**src/rtl/pea_pkg.sv**
```systemverilog
// Shared PEA definitions: context memory geometry and the
// context sequencer state encoding.
package pea_pkg;

    localparam int KMEM_SIZE       = 4;
    localparam int N_CFG_ADDR_BITS = $clog2(KMEM_SIZE);
    localparam int ITER_W          = 16;

    typedef enum logic [1:0] {
        IDLE,
        RUN,
        DRAIN,
        DONE
    } ctx_seq_state_e;

endpackage

```
**src/rtl/rcfg_ctx_seq.sv**
```systemverilog
// Reconfiguration context sequencer: steps the PEA context address
// through 0..ctx_last for n_iter passes, drains, then pulses done.
//
// Ports:
//   clk_i, rst_i         clock, async active-high reset
//   start_i, abort_i     start request (IDLE only), abort (highest priority)
//   ctx_last_i, n_iter_i loop bound and pass count, latched at start
//   step_en_i            PEA can consume a context this cycle
//   rcfg_ctrl_addr_o     registered context address to the cfg selector
//   pea_en_o             addressed context executes this cycle
//   busy_o, done_o       RUN/DRAIN indicator, one-cycle completion pulse
//   iter_cnt_o           completed passes in the current run
module rcfg_ctx_seq #(
    parameter int KMEM_SIZE       = pea_pkg::KMEM_SIZE,
    parameter int N_CFG_ADDR_BITS = pea_pkg::N_CFG_ADDR_BITS,
    parameter int ITER_W          = pea_pkg::ITER_W,
    parameter int DRAIN_CYCLES    = 2
) (
    input  logic                       clk_i,
    input  logic                       rst_i,
    input  logic                       start_i,
    input  logic                       abort_i,
    input  logic [N_CFG_ADDR_BITS-1:0] ctx_last_i,
    input  logic [ITER_W-1:0]          n_iter_i,
    input  logic                       step_en_i,
    output logic [N_CFG_ADDR_BITS-1:0] rcfg_ctrl_addr_o,
    output logic                       pea_en_o,
    output logic                       busy_o,
    output logic                       done_o,
    output logic [ITER_W-1:0]          iter_cnt_o
);
    import pea_pkg::*;

    localparam logic [N_CFG_ADDR_BITS-1:0] CTX_MAX =
        N_CFG_ADDR_BITS'(KMEM_SIZE - 1);
    localparam logic [4:0] DRAIN_LEN = 5'(DRAIN_CYCLES);

    ctx_seq_state_e             state_q, state_d;
    logic [N_CFG_ADDR_BITS-1:0] addr_q, addr_d;
    logic [N_CFG_ADDR_BITS-1:0] last_q, last_d;
    logic [ITER_W-1:0]          iter_q, iter_d;
    logic [ITER_W-1:0]          niter_q, niter_d;
    logic [3:0]                 drain_q, drain_d;
    logic                       busy_q, done_q;

    always_comb begin
        state_d = state_q;
        addr_d  = addr_q;
        last_d  = last_q;
        iter_d  = iter_q;
        niter_d = niter_q;
        drain_d = drain_q;
        if (abort_i) begin
            state_d = IDLE;
            addr_d  = '0;
            drain_d = '0;
        end else begin
            unique case (state_q)
                IDLE: begin
                    if (start_i) begin
                        if (n_iter_i != '0) begin
                            state_d = RUN;
                            // Non power-of-two memories cannot hold
                            // every encodable address.
                            last_d  = (ctx_last_i > CTX_MAX) ?
                                      CTX_MAX : ctx_last_i;
                            niter_d = n_iter_i;
                            addr_d  = '0;
                            iter_d  = '0;
                        end else begin
                            state_d = DONE;
                        end
                    end
                end
                RUN: begin
                    if (step_en_i) begin
                        if (addr_q == last_q) begin
                            addr_d = '0;
                            iter_d = iter_q + ITER_W'(1);
                            if (iter_q == niter_q - ITER_W'(1)) begin
                                state_d = DRAIN;
                                drain_d = '0;
                            end
                        end else begin
                            addr_d = addr_q + N_CFG_ADDR_BITS'(1);
                        end
                    end
                end
                DRAIN: begin
                    // A zero drain length still spends one cycle here.
                    if ({1'b0, drain_q} + 5'd1 >= DRAIN_LEN) begin
                        state_d = DONE;
                        drain_d = '0;
                    end else begin
                        drain_d = drain_q + 4'd1;
                    end
                end
                DONE: begin
                    state_d = IDLE;
                end
                default: begin
                    state_d = IDLE;
                end
            endcase
        end
    end

    always_ff @(posedge clk_i or posedge rst_i) begin
        if (rst_i) begin
            state_q <= IDLE;
            addr_q  <= '0;
            last_q  <= '0;
            iter_q  <= '0;
            niter_q <= '0;
            drain_q <= '0;
            busy_q  <= 1'b0;
            done_q  <= 1'b0;
        end else begin
            state_q <= state_d;
            addr_q  <= addr_d;
            last_q  <= last_d;
            iter_q  <= iter_d;
            niter_q <= niter_d;
            drain_q <= drain_d;
            busy_q  <= (state_d == RUN) || (state_d == DRAIN);
            done_q  <= (state_d == DONE);
        end
    end

    assign rcfg_ctrl_addr_o = addr_q;
    assign pea_en_o         = (state_q == RUN) & step_en_i;
    assign busy_o           = busy_q;
    assign done_o           = done_q;
    assign iter_cnt_o       = iter_q;

endmodule

```
**config.mk**
```make
export PLATFORM = sky130hd
export DESIGN_NAME = rcfg_ctx_seq
export DESIGN_NICKNAME = d
export VERILOG_FILES = /design/src/rtl/pea_pkg.sv /design/src/rtl/rcfg_ctx_seq.sv
export SDC_FILE = /design/constraint.sdc
export NUM_CORES = 1
export LEC_CHECK = 0
export BUFFER_PORTS_ARGS = -buffer_cell sky130_fd_sc_hd__buf_2
export CORE_MARGIN = 8
export CORE_UTILIZATION = 40
export CTS_CLUSTER_SIZE = 25
export DETAILED_ROUTE_END_ITERATION = 7
export PLACE_DENSITY = 0.71
export SYNTH_ARGS = -nofsm -noshare
export SYNTH_HDL_FRONTEND = slang
export SYNTH_SLANG_ARGS = --single-unit
```
**constraint.sdc**
```tcl
create_clock -name clk_i -period 2.45 [get_ports clk_i]
set_clock_uncertainty 0.1 [all_clocks]
set_input_delay 0.245 -clock clk_i [delete_from_list [all_inputs] [get_ports clk_i]]
set_output_delay 0.245 -clock clk_i [all_outputs]
set_load 0.005 [all_outputs]
```
=== Yosys cells after proc, flatten, opt, wreduce, memory -nomap -nowiden ===
Index checks and enable logic that the tools add are counted.

* Register bits after elaboration: 44
* Input bits: 23

* Add/sub/neg operators: 5
* Magnitude comparators: 2
* Equality and inequality tests: 17
* Mux-type cells: 26
* Bitwise gates (word level): 2
* Reductions and logical operators: 10

{| class="wikitable"
|+ Operators by type and width
! operator !! count
|-
| 16-bit 2-to-1 mux || 4
|-
| 16-bit case mux with 2 select lines || 1
|-
| 2-bit 2-to-1 mux || 13
|-
| 4-bit 2-to-1 mux || 5
|-
| 16-bit by 1-bit adder with 16-bit output, second input constant || 1
|-
| 16-bit == test || 1
|-
| 16-bit nonzero test || 1
|-
| 16-bit by 1-bit subtractor with 16-bit output, second input constant || 1
|-
| 3-bit != test, second input constant || 5
|-
| 4-bit AND reduction || 3
|-
| 2-bit == test, second input constant || 4
|-
| 2-bit != test, second input constant || 4
|-
| 2-bit case mux with 4 select lines || 1
|-
| 4-bit case mux with 2 select lines || 1
|-
| 6-bit AND reduction || 1
|-
| 3-bit nonzero test || 2
|-
| 4-bit by 1-bit adder with 5-bit output, second input constant || 1
|-
| 5-bit by 2-bit greater-or-equal comparator with 1-bit output, second input constant || 1
|-
| 4-bit by 1-bit adder with 4-bit output, second input constant || 1
|-
| 2-bit by 1-bit == test with 1-bit output, second input constant || 2
|-
| 2-bit case mux with 2 select lines || 1
|-
| 2-bit by 1-bit adder with 2-bit output, second input constant || 1
|-
| 2-bit == test || 1
|-
| 2-bit greater-than comparator, second input constant || 1
|-
| other kinds (5) || 5
|}

=== Logic depth before layout (Yosys ltp) ===
Gate-level depths: netlist (run 1).

* Depth in word-level cells: 9
* Gate-level depth with buffers: 9

=== Worst setup path before layout (run 1) ===
No wires, ideal clock.

* Kind: register to register
* From: reg niter_q[0]
* To: reg busy_q, in the netlist busy_o
* Library setup time: 0.126 ns
* Arrival: 2.420 ns
* Data required time: 2.224 ns
* Slack: -0.195 ns
* Stages on the path, launching flop included: 10
* Buffers on the path: 0
* Period minus slack after synthesis: 2.645 ns
* Cell sequence: dfrtp_1 inv_1 ha_1 nor4b_2 nand2_1 o311ai_0 o22ai_1 nor4_2 o21ba_2 ha_1

* Longest elaborated chain between the ends: 9
* Elaborated cells between the ends (all ways): 10
* Classes of those cells: add/sub: 1; eq/ne: 3; mux: 5; reduce/logical: 1

{| class="wikitable"
|+ RTL lines
! what !! RTL line !! source
|-
| from (decl) || rcfg_ctx_seq.sv:42 || <nowiki>logic [ITER_W-1:0] niter_q, niter_d;</nowiki>
|-
| from (signal assigned) || rcfg_ctx_seq.sv:123 || <nowiki>niter_q <= niter_d;</nowiki>
|-
| 16-bit by 1-bit subtractor with 16-bit output * || rcfg_ctx_seq.sv:80 || <nowiki>if (iter_q == niter_q - ITER_W'(1)) begin</nowiki>
|-
| 16-bit == test * || rcfg_ctx_seq.sv:80 ||
|-
| 2-bit 2-to-1 mux * || rcfg_ctx_seq.sv:80 ||
|-
| 2-bit 2-to-1 mux * || rcfg_ctx_seq.sv:77 || <nowiki>if (addr_q == last_q) begin</nowiki>
|-
| 2-bit 2-to-1 mux * || rcfg_ctx_seq.sv:76 || <nowiki>if (step_en_i) begin</nowiki>
|-
| 2-bit case mux with 4 select lines * || rcfg_ctx_seq.sv:58 || <nowiki>unique case (state_q)</nowiki>
|-
| 2-bit 2-to-1 mux * || rcfg_ctx_seq.sv:53 || <nowiki>if (abort_i) begin</nowiki>
|-
| via state_d[1] || rcfg_ctx_seq.sv:38 || <nowiki>ctx_seq_state_e state_q, state_d;</nowiki>
|-
| 2-bit by 1-bit == test with 1-bit output / 2-bit == test (equally long branches) || rcfg_ctx_seq.sv:125 || <nowiki>busy_q <= (state_d == RUN) || (state_d == DRAIN);</nowiki>
|-
| 1-bit logical OR * || rcfg_ctx_seq.sv:125 ||
|-
| to (signal assigned) || rcfg_ctx_seq.sv:125 ||
|-
| to (decl) || rcfg_ctx_seq.sv:44 || <nowiki>logic busy_q, done_q;</nowiki>
|}

The timed path passes the listed nets; every way through them passes the cells marked *.
A chain may end at the register's enable or synchronous reset.

=== Final worst setup path (run 1) ===
* From: reg niter_q[1]
* To: reg busy_q, in the netlist busy_o

The elaborated chain is that of the path after synthesis.

==> results of run 1 <==
[what timing repair did]
action	4_1_cts	5_1_grt
pin swaps	5	8
resized for setup	7	11
endpoints found under the hold margin	27	0
setup endpoints to repair	2	4
hold buffers	1	0
setup buffers	3	2
[cell type report]
type,count,area share (%)
Timing Repair Buffer,68,12.4
Sequential cell,44,33.7
Tap cell,77,2.95
Inverter,9,1.03
Clock buffer,8,2.76
Multi-Input combinational cell,203,47.2
[routing by layer]
layer / share of wire, % / track usage, % / vias up
met3: 6.8 / 3.09 / 10
met5: 0 / 0 / -
li1: - / - / 1080
met1: 44 / 18.9 / 1137
met4: 1.9 / 5.42 / 0
met2: 48 / 23.7 / 79
[cells by family after synthesis]
kind of cell    share of synthesized area [%]
compound gates                           9.64
xor+xnor                                 11.8
fa+ha+maj                                2.41
buf+inv                                  2.84
flops                                    42.4
mux                                      6.89
simple gates                             24.0
[critical path, stage by stage, from the launching register on]
cell and delay [ns]:
dfrtp_1 0.39, inv_2 0.09, ha_4 0.14, nor4b_4 0.24
buf_4 0.18, buf_4 0.10, nand4_1 0.09, o311ai_2 0.11
o22ai_2 0.15, nor4_2 0.33, o21ba_2 0.20, ha_4 0.19
[path summary, 6_finish.rpt]
kind	from	endpoint	slack [ns]	cells past startpoint
max in group asynchronous	rst_i	niter_q[5]	1.08	4
worst min-delay path	ctx_last_i[0]	last_q[0]	0.06	2
worst max-delay path	niter_q[1]	busy_o	0.02	11
worst min register to register	last_q[1]	last_q[1]	0.41	1
worst max register to register	niter_q[1]	busy_o	0.02	11
min in group asynchronous	rst_i	iter_cnt_o[14]	0.51	3
[through the flow]
step	setup slack, ns	util [%]	instance area, µm²	setup TNS, ns	total power [W]
6_report	0.0227	51.8	3270	0	0.00181
5_1_grt	-0.128	51.8	3270	-0.166	0.00190
4_1_cts	0.0213	50.5	3190	0	0.00179
3_5_place_dp	-0.0503	48.1	3030	-0.0503	0.00130
3_3_place_gp	0.0584	48.1	3030	0	0.00128
2_1_floorplan	-0.0378	-	2610	-0.0378	0.00115
[sequential cells by signal, indices dropped and copies added, names as in the netlist]
name              flops
last_q                2
rcfg_ctrl_addr_o      2
busy_o                1
state_q               2
iter_cnt_o           16
drain_q               4
done_o                1
niter_q              16
[cells in the final DEF (no fill, tap or decap), drive strengths merged, types with 2 or more instances in the layout]
cell    netlist  layout
nand2b        3       3
clkbuf        8       8
nor4b         5       5
o211a         2       2
nand3         8       8
nor3b         2       2
mux2         15      15
or3           2       2
o31ai         2       2
dfrtp        44      44
nand4        10      10
and4          2       2
xor2         22      22
nand2        22      22
nor4          8       8
ha            5       5
o41ai         2       2
or4           4       4
xnor2        13      13
nor2         27      27
a21oi         9       9
inv           9       8
o21ai         8       8
buf           2      67
or2           2       2
nand3b        3       3
a211o         2       2
nor2b         2       2
nor3         10      10
[power groups by stage]
stage	sequential, W	combinational, W	clock (W)
6_report	0.000884	0.000464	0.000466
5_1_grt	0.000895	0.000505	0.000505
4_1_cts	0.000881	0.000428	0.000478
3_5_place_dp	0.000895	0.000402	0
3_3_place_gp	0.000891	0.000391	0
2_1_floorplan	0.000870	0.000279	0
==> metrics.md, run 1 <==
| Metric | Value |
|---|---|
| Register area share after synthesis | `between 40% and 50%` |
| Core area | `between 6000 and 7000 µm²` |
| Vias in the first global route | `~2300` |
| Die extent in x | `approximately 97 µm` |
| Port Buffers | `43` |
| Die area | `approximately 9300 µm²` |
| CTS root buf | `clkbuf_8` |
| Number of vias per cell | `around 5.6` |
| Cell variety after synth | `47` |
| WL final | `between 6000 and 7000 µm` |
| RSZ-0062 raised after global routing | `true` |
| Worst-Skew Late Latency | `0.30 ns` |
| Outcome | `finished clean` |
| Most frequent cell after synthesis | `dfrtp_1` |
| Setup CP Type | `reg2reg` |
| Vias post-DR | `roughly 2300` |
| Register area | `about 1100 µm²` |
| Final HPWL DP | `5090 µm` |
| Fin. Hold Viols | `0` |
| Final Max Tran Viols | `0` |
| First-pass GRT wire length | `approximately 11000 µm` |
| Clock Pin Slew Worst Setup and Hold Paths | `0.07 ns` |
| Combinational fraction of design power | `approximately a quarter` |
| Gr usage total | `between 10% and 20%` |
| Sw Share | `31.3%` |
| Net Sw Power | `0.000567 W` |
| Fillcell total | `slightly above 600` |
| Initial antenna violation count | `0` |
| Yosys warns | `0` |
| Initial drt markers | `218` |
| Seq pwr share | `roughly 49%` |
| Num rows | `29` |
| H-tree lvl count | `2` |
| Drt drc | `0` |
| Worst path required time | `approximately 2.5 ns` |
| Mapped Area | `~2600 µm²` |
| Syn_nets | `294` |
| Drt wl/cell | `between 15 and 20 µm` |
| Fin nets | `359` |
| Top post-synthesis cells by count | `dfrtp_1, nor2_1, nand2_1, xor2_1, xnor2_1` |
| Layout cells sized above 1 | `31.3%` |
| TritonCTS Buffers | `5` |
| Worst EP arrival | `around 2.5 ns` |
| CTS sink count | `44` |
| Post-synth ARST share | `100%` |
| Final min period | `2.43 ns` |
| Main synth FF type | `dfrtp_1` |
| Least-Margin Pin Slew | `1.06 ns` |
| Footprint of the multi-input gates | `~1500 µm²` |
| Synth top area share | `a little over two fifths` |
| Fmax achieved | `slightly above 400 MHz` |
| Internal power | `around 0.0012 W` |
| Endpoint class of the critical path | `flip-flop` |
| # diodes | `0` |
| 1st-pass router iterations | `4` |
| EDFF count, synth | `0` |
| Global route overflow | `0` |
| Non-filler cells, final | `409` |
| TritonCTS clock tree | `done` |
| I/O pin cnt | `44` |
| Pwr dens | `between 500 and 600 nW/µm²` |
| Initial Util | `between 40 and 50%` |
| Detail Route Antenna Nets | `0` |
| Maximum clock path buffer count | `2` |
| DIE HEIGHT | `96.6 µm` |
| Layout Area Growth over Synthesis | `25.9%` |
| Max-cap check violation count | `0` |
| Area leader, netlist | `dfrtp_1` |
| Largest net degree at the start of global routing | `30` |
| Most area-consuming cells after synthesis | `dfrtp_1, xor2_1, xnor2_1` |
| Final setup vio count | `0` |
| Syn Area/Cell | `approximately 9.8 µm²` |
| LEAKAGE | `approximately 1.5 nW` |
| RePlAce Congestion | `approximately 0.90` |
| Power share of the clock group | `25.7%` |
| Cells after synthesis | `266` |
| Hold Slack | `about 0.064 ns` |
| Dpl cells | `a little under 400` |
| Post-route clock period utilization | `99.1%` |
| Max VDD drop | `roughly 0.29 mV` |
| Rel. slew slack | `between 20% and 30%` |
| CP startpoint kind | `flip-flop` |
| Worst hold path class | `in2reg` |
| Yosys reg bits | `44` |
| Critical path peak fanout | `3` |
Power figures use the tool's default switching activity.
==> run 2: changes to the inputs <==
--- a/config.mk
+++ b/config.mk
@@ -5,6 +5,7 @@
 export SDC_FILE = /design/constraint.sdc
 export NUM_CORES = 1
 export LEC_CHECK = 0
+export ABC_AREA = 1
 export BUFFER_PORTS_ARGS = -buffer_cell sky130_fd_sc_hd__buf_2
 export CORE_MARGIN = 8
 export CORE_UTILIZATION = 40
==> run 2 against run 1 <==
Net effect:
- setup slack improved by 0.22 ns
- clock power increased by 2%
- register-to-register slack improved by 0.22 ns
- final cell count increased by 38%
- critical path depth decreased by 1
- die area increased by 9.1%
- largest cell class unchanged
- largest power group unchanged
- highest routed layer unchanged
==> metrics.md, run 2 <==
| Metric | Value |
|---|---|
| Worst hold path class | `in2reg` |
| Outcome | `finished clean` |
| Layout cells sized above 1 | `approximately 18%` |
| Setup CP Type | `reg2reg` |
| Fillcell total | `around 730` |
| Final min period | `between 2 and 2.5 ns` |
| Fin. Hold Viols | `0` |
| Vias post-DR | `between 2000 and 3000` |
| 1st-pass router iterations | `4` |
| Rel. slew slack | `between 50% and 60%` |
| Met3 WL | `around 280 µm` |
| Vias in the first global route | `roughly 2700` |
| Overall Power | `roughly 0.0023 W` |
| HP Start | `n_iter_i[15]` |
| Cells after synthesis | `roughly 410` |
| Worst-Skew Late Latency | `around 0.3 ns` |
| CTS sink count | `44` |
| Post-CTS setup buffers | `0` |
| Fin nets | `roughly 500` |
| Area leader, netlist | `dfrtp_1` |
| TritonCTS Buffers | `5` |
| Worst EP arrival | `around 2.3 ns` |
| Fmax achieved | `453 MHz` |
| Core area | `7100 µm²` |
| EDFF count, synth | `0` |
| Port Buffers | `43` |
| Syn_nets | `approximately 440` |
| Drt wl/cell | `between 10 and 15 µm` |
| Num rows | `31` |
| Critical path peak fanout | `4` |
| H-tree lvl count | `2` |
| Cell variety after synth | `28` |
| DIE HEIGHT | `around 100 µm` |
| Detail Route Antenna Nets | `0` |
| Post-route clock period utilization | `about nine tenths` |
| First-pass GRT wire length | `12800 µm` |
| R2R Path End | `busy_o` |
| Max VDD drop | `roughly 0.33 mV` |
| Global route overflow | `0` |
| DRT met1 WL | `approximately 3600 µm` |
| Mapped Area | `between 2000 and 3000 µm²` |
| Initial Util | `40.6%` |
| TritonCTS clock tree | `done` |
| R2r setup slk | `0.24 ns` |
| Final Max Tran Viols | `0` |
| Most area-consuming cells after synthesis | `dfrtp_1, nand2_1, nor2_1` |
| Pwr dens | `a little under 700 nW/µm²` |
| Drt drc | `0` |
| Register area share after synthesis | `a little under two fifths` |
| Worst reg2reg path startpoint | `niter_q[2]` |
| Endpoint class of the critical path | `flip-flop` |
| Die area | `~10000 µm²` |
| Yosys warns | `0` |
| CTS root buf | `clkbuf_8` |
| WL final | `about 7500 µm` |
| Yosys reg bits | `44` |
| Layout Area Growth over Synthesis | `16.6%` |
| Main synth FF type | `dfrtp_1` |
| Top layer in use | `met4` |
| Worst path required time | `around 2.5 ns` |
| R2R cell count | `10` |
| Initial drt markers | `between 200 and 250` |
| Number of vias per cell | `just under 5` |
| LEAKAGE | `about 1.7 nW` |
| CP startpoint kind | `flip-flop` |
| Top post-synthesis cells by count | `nand2_1, nor2_1, dfrtp_1, inv_1, nand3_1` |
| Clock Pin Slew Worst Setup and Hold Paths | `0.09 ns` |
| Synth top area share | `a little under two fifths` |
| Least-Margin Pin Slew | `0.618 ns` |
| Commonest non-fill, non-tap cell in the layout | `nand2_1` |
| Hold EP | `niter_q[15]` |
| Post-synth ARST share | `100%` |
| I/O pin cnt | `44` |
| Final HPWL DP | `about 5800 µm` |
| # diodes | `0` |
| Gr usage total | `between 10% and 20%` |
| Largest net degree at the start of global routing | `45` |
| Hold path cells | `3` |
| Met2 Routed Length | `roughly 3500 µm` |
| Final setup vio count | `0` |
| RePlAce Congestion | `0.904` |
| Maximum clock path buffer count | `2` |
| Max-cap check violation count | `0` |
| Die extent in x | `101 µm` |
| Initial antenna violation count | `0` |
| Hold Slack | `between 0.09 and 0.1 ns` |
| Commonest non-fill, non-tap cells in the layout | `nand2_1, nor2_1, dfrtp_1` |
| Syn Area/Cell | `slightly below 7 µm²` |
| Final TNS setup | `0 ns` |
| Most frequent cell after synthesis | `nand2_1` |
run 2: how the worst max path moves through the flow:
stage                    start      to  slack [ns]
finish              niter_q[2]  busy_o        0.24
CTS                 niter_q[0]  busy_o        0.11
detailed placement  niter_q[0]  busy_o        0.13
global route        niter_q[0]  busy_o      -0.005
floorplan           niter_q[0]  busy_o        0.37
global placement    niter_q[0]  busy_o        0.24
run 2: cell families after synthesis:
logic type	count (synthesis)	synth area share, %
AND/OR/NAND/NOR	251	37.7
buffers and inverters	54	7.74
flip-flops	44	38.2
AO/OA/AOI/OAI	35	6.52
XOR/XNOR	25	7.61
adder cells (fa/ha/maj)	5	2.17
run 2: per-layer routing:
metal,up-vias,global-route usage (%)
met5,-,0
met4,0,6.51
met3,11,2.49
met2,63,25.5
met1,1283,20.3
li1,1413,-
run 2: where the power goes:
part	internal [W]	total (W)	switching, W
Sequential	0.000859	0.00104	0.000177
Combinational	0.000310	0.000794	0.000485
Clock	0.000225	0.000476	0.000251
run 2: critical path, stage by stage (launching register included):
cell and delay [ns]:
dfrtp_1 0.44, nor2_2 0.12, nand2_1 0.15, nor2_2 0.22, nand3_2 0.11, nor2_1 0.12
xor2_1 0.23, nand3_1 0.11, o21ai_1 0.13, inv_1 0.07, ha_1 0.29
run 2: repair_timing:
item | CTS | global route
endpoints found under the setup margin | 0 | 2
hold endpoints to repair | 37 | 0
hold buffers | 1 | 0
gates resized for setup | 0 | 9
run 2: metrics by stage:
stage	instances	util [%]	setup slack (ns)	instance area, µm²
floorplan	414	-	0.368	2880
global placement	556	45.4	0.243	3220
detailed placement	556	45.4	0.134	3220
CTS	565	46.9	0.106	3330
global route	565	47.3	-0.00540	3360
finish	565	47.3	0.244	3360
run 2: cell type report:
cell class	count	area [µm²]	share of cell area, %
clock buffer	6	82.6	2.46
clock inverter	2	10.0	0.298
inverter	47	176	5.26
multi-input combinational	316	1590	47.2
sequential	44	1100	32.8
tap	99	124	3.69
timing repair buffer	51	278	8.27
==> run 3: changes to the inputs <==
--- a/config.mk
+++ b/config.mk
@@ -6,12 +6,13 @@
 export NUM_CORES = 1
 export LEC_CHECK = 0
 export ABC_AREA = 1
+export ABC_CLOCK_PERIOD_IN_PS = 2450
 export BUFFER_PORTS_ARGS = -buffer_cell sky130_fd_sc_hd__buf_2
 export CORE_MARGIN = 8
-export CORE_UTILIZATION = 40
+export CORE_UTILIZATION = 52
 export CTS_CLUSTER_SIZE = 25
 export DETAILED_ROUTE_END_ITERATION = 7
-export PLACE_DENSITY = 0.71
+export PLACE_DENSITY = 0.86
 export SYNTH_ARGS = -nofsm -noshare
 export SYNTH_HDL_FRONTEND = slang
 export SYNTH_SLANG_ARGS = --single-unit
==> run 3 against run 2 <==
Net effect:
- die area shrank 20%
- via count grew 3.2%
- flip-flop and latch count is the same
- count of clock-buffer cells in the layout is the same
- maximum frequency is essentially flat
- design area shrank 1.4%
- non-clock buffer count is the same
- final cell count shrank 4.8%
- hold slack lost 0.011 ns
- setup slack lost 0.0021 ns
- highest routed layer unchanged
==> metrics.md, run 3 (synthesis gave the netlist of run 2 again) <==
| Metric | Value |
|---|---|
| Final Max Tran Viols | `0` |
| Port Buffers | `43` |
| Setup CP Type | `reg2reg` |
| Number of vias per cell | `between 5 and 6` |
| Final setup vio count | `0` |
| H-tree lvl count | `2` |
| Max-cap check violation count | `0` |
| HP Start | `n_iter_i[8]` |
| Vias post-DR | `between 2000 and 3000` |
| M3 GR Usage | `~2.9%` |
| Global route overflow | `0` |
| I/O pin cnt | `between 40 and 50` |
| Least-Margin Pin Slew | `~0.49 ns` |
| Die area | `a little over 8000 µm²` |
| Cell mode on critical path | `nor2_1` |
| Post-route clock period utilization | `about nine tenths` |
| Fmax achieved | `453 MHz` |
| WL final | `around 7400 µm` |
| Footprint of the multi-input gates | `approximately 1600 µm²` |
| GRT busiest layer | `met2` |
| Hold path cells | `3` |
| Hold EP | `niter_q[8]` |
| Sw Share | `between 30% and 40%` |
| CTS sink count | `44` |
| Worst EP arrival | `between 2 and 2.5 ns` |
| Commonest non-fill, non-tap cell in the layout | `nand2_1` |
| CP max stage delay | `between 0.4 and 0.5 ns` |
| Pwr dens | `between 600 and 700 nW/µm²` |
| Commonest non-fill, non-tap cells in the layout | `nand2_1, nor2_1, dfrtp_1` |
| Combinational fraction of design power | `approximately a third` |
| R2r setup slk | `~0.24 ns` |
| Util after Layout | `60.8%` |
| Endpoint class of the critical path | `flip-flop` |
| Clock Pin Slew Worst Setup and Hold Paths | `around 0.09 ns` |
| Initial Util | `a little over half` |
| GR Util met1 | `between 20% and 30%` |
| Layout Area Growth over Synthesis | `14.9%` |
| Worst hold path class | `in2reg` |
| Routing usage on met2 | `30.7%` |
| Core area | `5440 µm²` |
| Vias in the first global route | `roughly 2700` |
| CP startpoint kind | `flip-flop` |
| R2R Path End | `niter_q[4]` |
| Worst path required time | `around 2.5 ns` |
| Gr usage total | `around a fifth` |
| # diodes | `0` |
| Rel. slew slack | `about 67%` |
| RSZ-0062 raised after global routing | `false` |
| Initial drt markers | `roughly 200` |
| DIE HEIGHT | `90.4 µm` |
| Worst reg2reg path startpoint | `state_q[0]` |
| Net Sw Power | `between 0.0008 and 0.0009 W` |
| Final min period | `between 2 and 2.5 ns` |
| Max VDD drop | `around 0.43 mV` |
| Fin nets | `slightly below 500` |
| Final HPWL DP | `5640 µm` |
| CP max-delay cell | `dfrtp_1` |
| R2R cell count | `11` |
| Cells along the critical path | `nor2_1 > inv_2 > nor2_2 > nor2_4 > inv_2 > nor2_1 > nand2_1 > nor2_4 > nand2_4 > nor2_1 > a21oi_1` |
| Fillcell total | `slightly above 500` |
| CTS root buf | `clkbuf_8` |
| 1st-pass router iterations | `4` |
| Fin. Hold Viols | `0` |
| Worst-Skew Late Latency | `around 0.30 ns` |
| Initial antenna violation count | `0` |
| Seq pwr share | `between 40% and 50%` |
| Critical path peak fanout | `28` |
| Drt wl/cell | `13.7 µm` |
| First-pass GRT wire length | `12700 µm` |
| Hold Slack | `about 0.082 ns` |
| Final TNS setup | `0 ns` |
| Register area | `between 1000 and 1500 µm²` |
| Layout cells sized above 1 | `between 10% and 20%` |
| RePlAce Congestion | `0.971` |
| Largest net degree at the start of global routing | `29` |
| Power share of the clock group | `around a fifth` |
| TritonCTS clock tree | `done` |
| TritonCTS Buffers | `5` |
| Detail Route Antenna Nets | `0` |
| Internal power | `roughly 0.0014 W` |
| Num rows | `27` |
| Maximum clock path buffer count | `2` |
| Die extent in x | `approximately 90 µm` |
| Outcome | `finished clean` |
| LEAKAGE | `~1.7 nW` |
| Drt drc | `0` |
run 3: how the worst max path moves through the flow:
| stage | startpoint | end | slack, ns |
|---|---|---|---|
| after detailed placement | niter_q[0] | busy_o | 0.18 |
| after global placement | niter_q[0] | busy_o | 0.25 |
| after CTS | niter_q[0] | busy_o | 0.15 |
| after global routing | niter_q[0] | busy_o | 0.03 |
| final | state_q[0] | niter_q[4] | 0.24 |
| after floorplan | niter_q[0] | busy_o | 0.37 |
run 3: final cells by class:
class                   instances  area share [%]
flip-flops and latches         44            33.3
clock buffers                   6            2.50
well taps                      72            2.72
clock inverters                 2           0.454
multi-input cells             316            47.3
inverters                      47            5.33
repair buffers                 51            8.39
run 3: worst max-delay path, delay by kind of cell, from the launching register on:
kind	cells	cell delay, ns
simple gates	8	1.38
flops	1	0.43
compound gates	1	0.06
buf+inv	2	0.12
run 3: repair_timing:
action | in CTS | in global routing
setup endpoints to repair | 0 | 5
setup buffers | 0 | 0
endpoints found under the hold margin | 44 | 0
resized for setup | 0 | 6
hold buffers | 1 | 0
run 3: power groups by stage:
stage	registers, W	clock network (W)	logic (W)
floorplan	0.000998	0	0.000578
global placement	0.00103	0	0.000719
detailed placement	0.00104	0	0.000739
CTS	0.00102	0.000494	0.000747
global route	0.00105	0.000523	0.000887
finish	0.00103	0.000485	0.000759
run 3: through the flow:
stage	std cells	instance area [µm²]	total power (W)	worst slack, ns
after floorplan	414	2880	0.00158	0.368
after global placement	529	3190	0.00175	0.250
after detailed placement	529	3190	0.00178	0.181
after CTS	538	3300	0.00226	0.153
after global routing	538	3310	0.00246	0.0261
final	538	3310	0.00227	0.242
run 3: routing by layer:
layer,up-vias,wire [µm],part of all wire (%)
li1,1416,-,-
met1,1337,3410,46
met2,92,3500,47
met3,15,300,4.1
met4,0,174,2.4
met5,-,0,0
